File: src/rtl/dmem_controller_if.sv
// Bus bundle for dmem_controller: CPU and debug request ports, clear control and the RAM macro side.
// master = requesters plus RAM model, slave = the controller itself.
interface dmem_controller_if #(
  parameter int ADDR_W = 10,
  parameter int DATA_W = 32
);
  logic              cpu_req;
  logic              cpu_we;
  logic [31:0]       cpu_base;
  logic [15:0]       cpu_offset;
  logic [DATA_W-1:0] cpu_wdata;
  logic              cpu_gnt;
  logic              cpu_rvalid;
  logic [DATA_W-1:0] cpu_rdata;

  logic              dbg_req;
  logic              dbg_we;
  logic [ADDR_W-1:0] dbg_addr;
  logic [DATA_W-1:0] dbg_wdata;
  logic              dbg_gnt;
  logic              dbg_rvalid;
  logic [DATA_W-1:0] dbg_rdata;

  logic              clr_start;
  logic              clr_busy;
  logic              clr_done;

  logic              mem_en;
  logic              mem_we;
  logic [ADDR_W-1:0] mem_addr;
  logic [DATA_W-1:0] mem_wdata;
  logic [DATA_W-1:0] mem_rdata;

  modport master (
    output cpu_req, cpu_we, cpu_base, cpu_offset, cpu_wdata,
    output dbg_req, dbg_we, dbg_addr, dbg_wdata,
    output clr_start, mem_rdata,
    input  cpu_gnt, cpu_rvalid, cpu_rdata,
    input  dbg_gnt, dbg_rvalid, dbg_rdata,
    input  clr_busy, clr_done,
    input  mem_en, mem_we, mem_addr, mem_wdata
  );

  modport slave (
    input  cpu_req, cpu_we, cpu_base, cpu_offset, cpu_wdata,
    input  dbg_req, dbg_we, dbg_addr, dbg_wdata,
    input  clr_start, mem_rdata,
    output cpu_gnt, cpu_rvalid, cpu_rdata,
    output dbg_gnt, dbg_rvalid, dbg_rdata,
    output clr_busy, clr_done,
    output mem_en, mem_we, mem_addr, mem_wdata
  );
endinterface

File: src/rtl/dmem_controller.sv
// Shares one synchronous single-port data RAM between the CPU load/store port and the debug port,
// with round-robin arbitration and a hardware sequencer that zeroes the whole array.
module dmem_controller #(
  parameter int ADDR_W = 10,
  parameter int DATA_W = 32
) (
  input logic             clk,
  input logic             reset,
  dmem_controller_if.slave bus
);

  typedef enum logic {
    RUN   = 1'b0,
    CLEAR = 1'b1
  } state_t;

  localparam logic PORT_CPU = 1'b0;
  localparam logic PORT_DBG = 1'b1;

  state_t            r_state;
  logic              r_last;
  logic [ADDR_W-1:0] r_cnt;
  logic              r_cpuTag;
  logic              r_dbgTag;
  logic              r_clrDone;

  logic              w_run;
  logic              w_cpuGnt;
  logic              w_dbgGnt;
  logic [ADDR_W-1:0] w_cpuAddr;
  logic              w_memEn;
  logic              w_memWe;
  logic [ADDR_W-1:0] w_memAddr;
  logic [DATA_W-1:0] w_memWdata;
  logic              w_unused;

  // A pending clear request outranks both requesters for the whole cycle.
  assign w_run     = !reset && (r_state == RUN) && !bus.clr_start;
  assign w_cpuGnt  = w_run && bus.cpu_req && (!bus.dbg_req || (r_last == PORT_DBG));
  assign w_dbgGnt  = w_run && bus.dbg_req && (!bus.cpu_req || (r_last == PORT_CPU));
  assign w_cpuAddr = bus.cpu_base[ADDR_W-1:0] + bus.cpu_offset[ADDR_W-1:0];
  assign w_unused  = ^{bus.cpu_base[31:ADDR_W], bus.cpu_offset[15:ADDR_W]};

  always_comb begin
    w_memEn    = 1'b0;
    w_memWe    = 1'b0;
    w_memAddr  = '0;
    w_memWdata = '0;
    if (!reset && (r_state == CLEAR)) begin
      w_memEn   = 1'b1;
      w_memWe   = 1'b1;
      w_memAddr = r_cnt;
    end else if (w_cpuGnt) begin
      w_memEn    = 1'b1;
      w_memWe    = bus.cpu_we;
      w_memAddr  = w_cpuAddr;
      w_memWdata = bus.cpu_wdata;
    end else if (w_dbgGnt) begin
      w_memEn    = 1'b1;
      w_memWe    = bus.dbg_we;
      w_memAddr  = bus.dbg_addr;
      w_memWdata = bus.dbg_wdata;
    end
  end

  always_ff @(posedge clk) begin
    if (reset) begin
      r_state   <= RUN;
      r_last    <= PORT_DBG;
      r_cnt     <= '0;
      r_cpuTag  <= 1'b0;
      r_dbgTag  <= 1'b0;
      r_clrDone <= 1'b0;
    end else begin
      r_cpuTag  <= w_cpuGnt && !bus.cpu_we;
      r_dbgTag  <= w_dbgGnt && !bus.dbg_we;
      r_clrDone <= 1'b0;
      case (r_state)
        RUN: begin
          if (bus.clr_start) begin
            r_state <= CLEAR;
            r_cnt   <= '0;
          end else if (w_cpuGnt) begin
            r_last <= PORT_CPU;
          end else if (w_dbgGnt) begin
            r_last <= PORT_DBG;
          end
        end
        CLEAR: begin
          r_cnt <= r_cnt + 1'b1;
          if (r_cnt == {ADDR_W{1'b1}}) begin
            r_state   <= RUN;
            r_clrDone <= 1'b1;
          end
        end
        default: r_state <= RUN;
      endcase
    end
  end

  assign bus.cpu_gnt    = w_cpuGnt;
  assign bus.dbg_gnt    = w_dbgGnt;
  assign bus.cpu_rvalid = r_cpuTag;
  assign bus.dbg_rvalid = r_dbgTag;
  assign bus.cpu_rdata  = r_cpuTag ? bus.mem_rdata : '0;
  assign bus.dbg_rdata  = r_dbgTag ? bus.mem_rdata : '0;
  assign bus.clr_busy   = (r_state == CLEAR);
  assign bus.clr_done   = r_clrDone;
  assign bus.mem_en     = w_memEn;
  assign bus.mem_we     = w_memWe;
  assign bus.mem_addr   = w_memAddr;
  assign bus.mem_wdata  = w_memWdata;

endmodule

File: src/flat_wrapper.sv
// flat-port wrapper written by rule: the top's interface ports become plain ports
module dmem_controller_flat 
#(
  parameter int ADDR_W = 10,
  parameter int DATA_W = 32
)
  (clk, reset, bus_cpu_req, bus_cpu_we, bus_cpu_base, bus_cpu_offset, bus_cpu_wdata, bus_dbg_req, bus_dbg_we, bus_dbg_addr, bus_dbg_wdata, bus_clr_start, bus_mem_rdata, bus_cpu_gnt, bus_cpu_rvalid, bus_cpu_rdata, bus_dbg_gnt, bus_dbg_rvalid, bus_dbg_rdata, bus_clr_busy, bus_clr_done, bus_mem_en, bus_mem_we, bus_mem_addr, bus_mem_wdata);
  dmem_controller_if #(.ADDR_W(ADDR_W), .DATA_W(DATA_W)) bus_i ();
  input logic clk;
  input logic reset;
  input wire logic [$bits(bus_i.cpu_req)-1:0] bus_cpu_req;
  input wire logic [$bits(bus_i.cpu_we)-1:0] bus_cpu_we;
  input wire logic [$bits(bus_i.cpu_base)-1:0] bus_cpu_base;
  input wire logic [$bits(bus_i.cpu_offset)-1:0] bus_cpu_offset;
  input wire logic [$bits(bus_i.cpu_wdata)-1:0] bus_cpu_wdata;
  input wire logic [$bits(bus_i.dbg_req)-1:0] bus_dbg_req;
  input wire logic [$bits(bus_i.dbg_we)-1:0] bus_dbg_we;
  input wire logic [$bits(bus_i.dbg_addr)-1:0] bus_dbg_addr;
  input wire logic [$bits(bus_i.dbg_wdata)-1:0] bus_dbg_wdata;
  input wire logic [$bits(bus_i.clr_start)-1:0] bus_clr_start;
  input wire logic [$bits(bus_i.mem_rdata)-1:0] bus_mem_rdata;
  output wire logic [$bits(bus_i.cpu_gnt)-1:0] bus_cpu_gnt;
  output wire logic [$bits(bus_i.cpu_rvalid)-1:0] bus_cpu_rvalid;
  output wire logic [$bits(bus_i.cpu_rdata)-1:0] bus_cpu_rdata;
  output wire logic [$bits(bus_i.dbg_gnt)-1:0] bus_dbg_gnt;
  output wire logic [$bits(bus_i.dbg_rvalid)-1:0] bus_dbg_rvalid;
  output wire logic [$bits(bus_i.dbg_rdata)-1:0] bus_dbg_rdata;
  output wire logic [$bits(bus_i.clr_busy)-1:0] bus_clr_busy;
  output wire logic [$bits(bus_i.clr_done)-1:0] bus_clr_done;
  output wire logic [$bits(bus_i.mem_en)-1:0] bus_mem_en;
  output wire logic [$bits(bus_i.mem_we)-1:0] bus_mem_we;
  output wire logic [$bits(bus_i.mem_addr)-1:0] bus_mem_addr;
  output wire logic [$bits(bus_i.mem_wdata)-1:0] bus_mem_wdata;
  assign bus_i.cpu_req = bus_cpu_req;
  assign bus_i.cpu_we = bus_cpu_we;
  assign bus_i.cpu_base = bus_cpu_base;
  assign bus_i.cpu_offset = bus_cpu_offset;
  assign bus_i.cpu_wdata = bus_cpu_wdata;
  assign bus_i.dbg_req = bus_dbg_req;
  assign bus_i.dbg_we = bus_dbg_we;
  assign bus_i.dbg_addr = bus_dbg_addr;
  assign bus_i.dbg_wdata = bus_dbg_wdata;
  assign bus_i.clr_start = bus_clr_start;
  assign bus_i.mem_rdata = bus_mem_rdata;
  assign bus_cpu_gnt = bus_i.cpu_gnt;
  assign bus_cpu_rvalid = bus_i.cpu_rvalid;
  assign bus_cpu_rdata = bus_i.cpu_rdata;
  assign bus_dbg_gnt = bus_i.dbg_gnt;
  assign bus_dbg_rvalid = bus_i.dbg_rvalid;
  assign bus_dbg_rdata = bus_i.dbg_rdata;
  assign bus_clr_busy = bus_i.clr_busy;
  assign bus_clr_done = bus_i.clr_done;
  assign bus_mem_en = bus_i.mem_en;
  assign bus_mem_we = bus_i.mem_we;
  assign bus_mem_addr = bus_i.mem_addr;
  assign bus_mem_wdata = bus_i.mem_wdata;
  dmem_controller #(.ADDR_W(ADDR_W), .DATA_W(DATA_W)) u_core (.clk(clk), .reset(reset), .bus(bus_i));
endmodule
File: config.mk
export PLATFORM = sky130hd
export DESIGN_NAME = dmem_controller_flat
export DESIGN_NICKNAME = d
export VERILOG_FILES = /design/src/rtl/dmem_controller_if.sv /design/src/rtl/dmem_controller.sv /design/src/flat_wrapper.sv
export SDC_FILE = /design/constraint.sdc
export NUM_CORES = 1
export LEC_CHECK = 0
export CORE_AREA = 3 3 105 107
export DETAILED_ROUTE_END_ITERATION = 10
export DIE_AREA = 0 0 108 110
export PLACE_DENSITY = 0.69
export SETUP_SLACK_MARGIN = 0.05
export SLEW_MARGIN = 20
export SYNTH_ARGS = -nofsm -noshare
export SYNTH_HDL_FRONTEND = slang
export SYNTH_SLANG_ARGS = --single-unit
File: constraint.sdc
create_clock -name clk -period 3 [get_ports clk]
set_input_delay 0.6 -clock clk [delete_from_list [all_inputs] [get_ports clk]]
set_output_delay 0.6 -clock clk [all_outputs]
set_load 0.1 [all_outputs]
After elaboration in Yosys (flattened, before gate mapping):

Index checks and enable logic that the tools add are counted.
W data, S select, Z words.

* register bits after elaboration: 15
* output and inout port bits: 114

* add/subtract/negate cells: 2
* equality and inequality tests: 2
* multiplexer cells: 22
* bitwise operators: 3
* reductions and logical operators: 20

Operator list (number)
* $mux W32: 5
* $mux W10: 4
* $pmux W10 S2: 1
* $mux W1: 11
* $add A10 B1 Y10 const B: 1
* $add A10 B10 Y10: 1
* $eq A10 B10 Y1 const B: 1
* $logic_and A1 B1 Y1: 9
* $logic_not A1 Y1: 6
* $not A1 Y1: 3
* $reduce_and A3 Y1: 1
* $logic_or A1 B1 Y1: 2
* $ne A2 B2 Y1 const B: 1
* $pmux W1 S2: 1
* $reduce_bool A2 Y1: 1
* $reduce_or A2 Y1: 1

Longest topological paths before layout:

* depth in word-level cells: 8
* mapped depth: 7
* depth with buffers taken out: 7

Least setup slack after synthesis:

No wires, ideal clock.

* path kind: input to output
* from: in bus_cpu_offset[0]
* to: out bus_mem_addr[8]
* arrival: 3.987 ns
* required time: 2.400 ns
* path slack: -1.587 ns
* stages on the path: 7
* buffers on the path: 0
* cells stage by stage: ha_1 fa_1 a211oi_1 o21ai_0 a31oi_1 xor2_1 o21ai_0

* longest elaborated chain between the ends: 3

RTL lines
* start, declared: line flat_wrapper.sv:14 `input wire logic [$bits(bus_i.cpu_offset)-1:0] bus_cpu_offset;`
* $add A10 B10 Y10: line dmem_controller.sv:41 `assign w_cpuAddr = bus.cpu_base[ADDR_W-1:0] + bus.cpu_offset[ADDR_W-1:0];`
* $mux W10: line dmem_controller.sv:53 `end else if (w_cpuGnt) begin`
* $mux W10: line dmem_controller.sv:49 `if (!reset && (r_state == CLEAR)) begin`
* end, declared: line flat_wrapper.sv:32 `output wire logic [$bits(bus_i.mem_addr)-1:0] bus_mem_addr;`

No other way between the ends.

Worst setup path after layout:

Same ends and word-level chain as after synthesis.

==> summary by stage <==
Worst setup path
For flop-to-flop paths, the worst setup slack is ~1.5 ns. The worst register-to-register path has a depth of 5. At the worst endpoint, the arrival time is ~2.4 ns. Walking the worst path, the cells encountered are buf_6, ha_4, fa_2, a211oi_4, o21ai_1, a31oi_1, xor2_1, o21ai_4, buf_12. The largest individual stage delay along the critical path comes from the cell sky130_fd_sc_hd__fa_2. Along the worst path, the maximum fanout reaches 3. The end of the worst register-to-register path is u_core.r_cnt[9]. Tracing the worst setup path back leads to its startpoint at bus_cpu_offset[0]. The required time at the endpoint of the critical path is 2.40 ns. The critical path is of the in2out type. The worst register-to-register path begins at u_core.r_cnt[3]. The last element of the critical path is bus_mem_addr[8].

The largest single stage delay on the critical path is around 0.37 ns. The launching element type of the critical path is an input port. The critical path capture point type is a primary output.

STA
The post-route worst hold slack is roughly 0.53 ns. For this run, the top clock speed supported by timing is around 340 MHz. The measured slew at the worst slew-check pin is around 0.91 ns. The number of pins exceeding their max-slew limit in the final report is 0. Setup repair after global routing could not meet its margin everywhere.

The final count of negative-setup-slack endpoints is 0. Dividing the final minimum period by the clock period gives 99.4%. For the final database, setup skew stands at 0.00972 ns. The post-route worst setup slack is about 0.019 ns. The final count of hold timing violations is 0.

In this run the tightest slew margin relative to its limit is about two fifths. The final critical path time including I/O delays and setup is 2.98 ns.

Global routing
The remaining global-route overflow is 0. The met2 track demand over resource is 32.9%. The maximum number of pins on one net before global-route repair is 34. After global routing, the most crowded layer is met2. Global routing used around a fifth of the available tracks across all layers. The met3 demand-to-capacity share in global routing is under 10%. The via count of the first global-routing pass is 2965. The initial antenna violation count is 2. The first global-routing pass estimated 17000 um of wire. Global routing used a little under a quarter of the available met1 tracks.

Die
In this run the vertical extent of the chip is 110 um. The floorplan step defined a die boundary enclosing 0.0119 mm^2. The number of rows in the core area is 37. The region available for standard cell placement spans just over 0.01 mm^2. The number of top-level pins is between 200 and 300. Once the floorplan was initialized, standard cells occupied about 20% of the core. The die extent in x is approximately 110 um.

Route
The detailed router's first-iteration violation count is 170. The mean routed wirelength per cell is roughly 19 um. The total wire length is about 12000 um.

The count of TritonRoute iterations in the first routing pass is 4. Dividing the detail-routed via count by the number of cells gives between 4 and 5. The routed layout has between 3k and 4k vias. The remaining number of nets flagged by the antenna check after routing is 0.

The number of design rule violations left after detail routing is 0.

Power and ir drop
The internal power of the cells totals 695 uW. IR analysis of the VDD net gives a maximum drop of between 0.2 and 0.25 mV. Dividing total power by cell area gives a power density of approximately 230 mW/mm^2. Of the total power, the clock network draws 13.7%. Per report_power, the combinational group accounts for between 60% and 70% of the total.

The switching power is between 500 and 600 uW. The fraction of power spent switching nets is a little under half. The static leakage is about 2.3 nW. The total power of the final layout is around 1.3 mW. Per report_power, the sequential group accounts for between 15 and 20% of the total.

Placed design
In this run, placement finished with an instance count of ~660. Detailed placement ended at an HPWL of approximately 11000 um. The congestion estimate from routability-driven global placement came to roughly 0.89. The area of placed instances is about 0.0053 mm^2.

OpenSTA, run right after detailed placement, puts the worst setup slack at -0.350 ns. Buffers placed on the I/O ports in this run total between 200 and 250.

Synth
Summing the sequential cell areas from Yosys gives 14.9% of the chip area. Counting every instance in the synthesized netlist gives around 270. The share of the synthesized area in the top cell type is slightly above 20%. By area the synthesized netlist is led by sky130_fd_sc_hd__and2_1 20%, sky130_fd_sc_hd__dfxtp_1 15%, sky130_fd_sc_hd__a22o_1 14%. The synthesized area per cell is about 7.4 um^2. The number of different library cells used by synthesis comes to 44. The share of synthesized flip-flops with an asynchronous set or reset is 0%.

The total of warnings raised by yosys is 0. The register bit count reported by yosys is 15. In the synthesized netlist the dominant register cell turns out to be sky130_fd_sc_hd__dfxtp_1.

The cell area that synthesis handed to floorplanning was slightly above 0.002 mm^2. The number of enable-type register cells in the synthesized netlist is 0. The number of nets in the synthesized netlist is 443. The leading area contributor after synthesis is sky130_fd_sc_hd__and2_1.

Final layout
After filler insertion, the fill cell instance count of the layout stands at 927. In the layout the commonest cells are 118 x sky130_fd_sc_hd__clkdlybuf4s50_1, 80 x sky130_fd_sc_hd__buf_4, 64 x sky130_fd_sc_hd__and2_1, 55 x sky130_fd_sc_hd__buf_12, 24 x sky130_fd_sc_hd__a22o_1. 0 antenna diodes ended up in the layout. The share of post-route cells with drive strength above 1 is 36.9%. The number of nets in the layout is roughly 700. Leaving out fill and tap cells, the most frequent cell in the layout is sky130_fd_sc_hd__clkdlybuf4s50_1. The area overhead of the layout relative to synthesis is 172%.

The filler-free cell count of the finished design is between 600 and 700. The finished cells cover roughly 0.0055 mm^2.

Clock network
In this run, post-CTS hold repair placed 0 buffers. The maximum level of the CTS H-tree is 1. The CTS tree is built. After clock tree synthesis, the clock-pin slew on the worst setup and hold paths is roughly 0.060 ns. The cell at the root of the clock tree is sky130_fd_sc_hd__clkbuf_8. The number of clock buffers inserted by TritonCTS is 3. The CTS sink count is 15. The number of buffers between clock root and the deepest sink is 2. The later-pin clock latency in the skew report is between 0.2 and 0.3 ns.

Outcome
The flow ran to the end, and the final reports show no timing, DRC or antenna violations.

Job
The max capacitance violation total is 0.

Min path
The min-delay analysis places its worst path in the category reg2reg.
## layout make-up
| type | count | area, um^2 | area share, % |
|---|---|---|---|
| repair buffers | 269 | 3050 | 55.7 |
| multi-input cells | 233 | 1880 | 34.3 |
| well taps | 136 | 170 | 3.11 |
| inverters | 5 | 21.3 | 0.389 |
| clock inverters | 1 | 7.51 | 0.137 |
| flip-flops and latches | 15 | 304 | 5.56 |
| clock buffers | 3 | 41.3 | 0.755 |
## stage by stage
| stage | utilization, % | setup TNS [ns] |
|---|---|---|
| after detailed placement | 51.5 | -1.29 |
| after global placement | 51.5 | -1.13 |
| after CTS | 52.5 | 0 |
| after global routing | 53.4 | -0.0150 |
| final | 53.4 | 0 |
| after floorplan | - | 0 |
## kinds of logic (layout without fill, tap and decap cells)
family	count (synthesis)	count (layout)	synth area share (%)
and+or+nand+nor	128	128	38.2
muxes	1	1	0.498
adders and majority gates	11	11	7.21
buffers and inverters	23	278	5.66
AOI/OAI and AO/OA	87	87	30.9
DFF	15	15	14.9
xor gates and xnor gates	6	6	2.61
## timing repair
item | in CTS | in global routing
setup endpoints to repair | 9 | 33
buffers inserted | 2 | 1
pin swaps | 13 | 18
resized for setup | 26 | 25
## worst min-delay path by stage
stage | cells after the start | startpoint | to
floorplan | 2 | u_core.r_cnt[9] | u_core.bus.clr_done
global placement | 2 | u_core.r_cnt[9] | u_core.r_cnt[9]
detailed placement | 2 | u_core.r_cnt[9] | u_core.r_cnt[9]
CTS | 2 | u_core.r_cnt[9] | u_core.r_cnt[9]
global route | 2 | u_core.r_cnt[6] | u_core.r_cnt[6]
finish | 2 | u_core.r_cnt[6] | u_core.r_cnt[6]
## critical path: cells and delay by family
family | cells | cell delay (ns)
compound gates | 4 | 0.69
xor+xnor | 1 | 0.27
fa+ha+maj | 2 | 0.53
buf+inv | 2 | 0.29
## power groups by stage
stage,Clock [mW],Combinational [mW],Sequential [mW]
after floorplan,0,0.445,0.221
after global placement,0,0.846,0.216
after detailed placement,0,0.852,0.216
after CTS,0.180,0.871,0.212
after global routing,0.197,0.921,0.213
final,0.175,0.887,0.212
## state kept, by name, summed over array words and instances (netlist names)
| register | flops |
|---|---|
| u_core.bus.dbg_rvalid | 1 |
| u_core.bus.cpu_rvalid | 1 |
| u_core.r_cnt | 10 |
| u_core.bus.clr_done | 1 |
| u_core.bus.clr_busy | 1 |
| u_core.r_last | 1 |
## synthesized netlist by cell type, types with 3 or more instances
library cell               instances
sky130_fd_sc_hd__a221oi_1          3
sky130_fd_sc_hd__nand2_1           5
sky130_fd_sc_hd__a222oi_1          3
sky130_fd_sc_hd__xor2_1            3
sky130_fd_sc_hd__nand3_1           6
sky130_fd_sc_hd__a31oi_1           7
sky130_fd_sc_hd__or3_1             5
sky130_fd_sc_hd__a22oi_1           3
sky130_fd_sc_hd__o211ai_1          3
sky130_fd_sc_hd__o21ai_1           3
sky130_fd_sc_hd__ha_1             10
sky130_fd_sc_hd__a21o_1            3
sky130_fd_sc_hd__nand3b_1          5
sky130_fd_sc_hd__a21oi_1          18
sky130_fd_sc_hd__buf_4             3
sky130_fd_sc_hd__a22o_1           32
sky130_fd_sc_hd__buf_2             7
sky130_fd_sc_hd__nor2_1           17
sky130_fd_sc_hd__dfxtp_1          15
sky130_fd_sc_hd__clkbuf_1          7
sky130_fd_sc_hd__xnor2_1           3
sky130_fd_sc_hd__o21ai_0           9
sky130_fd_sc_hd__and2_1           65
sky130_fd_sc_hd__inv_1             4
sky130_fd_sc_hd__or2_2             4
sky130_fd_sc_hd__nor3_1            4
## per-layer routing
layer	share of wire [%]	wire, um
met1	39	4800
met2	51	6300
met3	8.4	1050
met4	2.2	272
met5	0.27	34
Note: power is estimated with default switching activity, not from simulation.
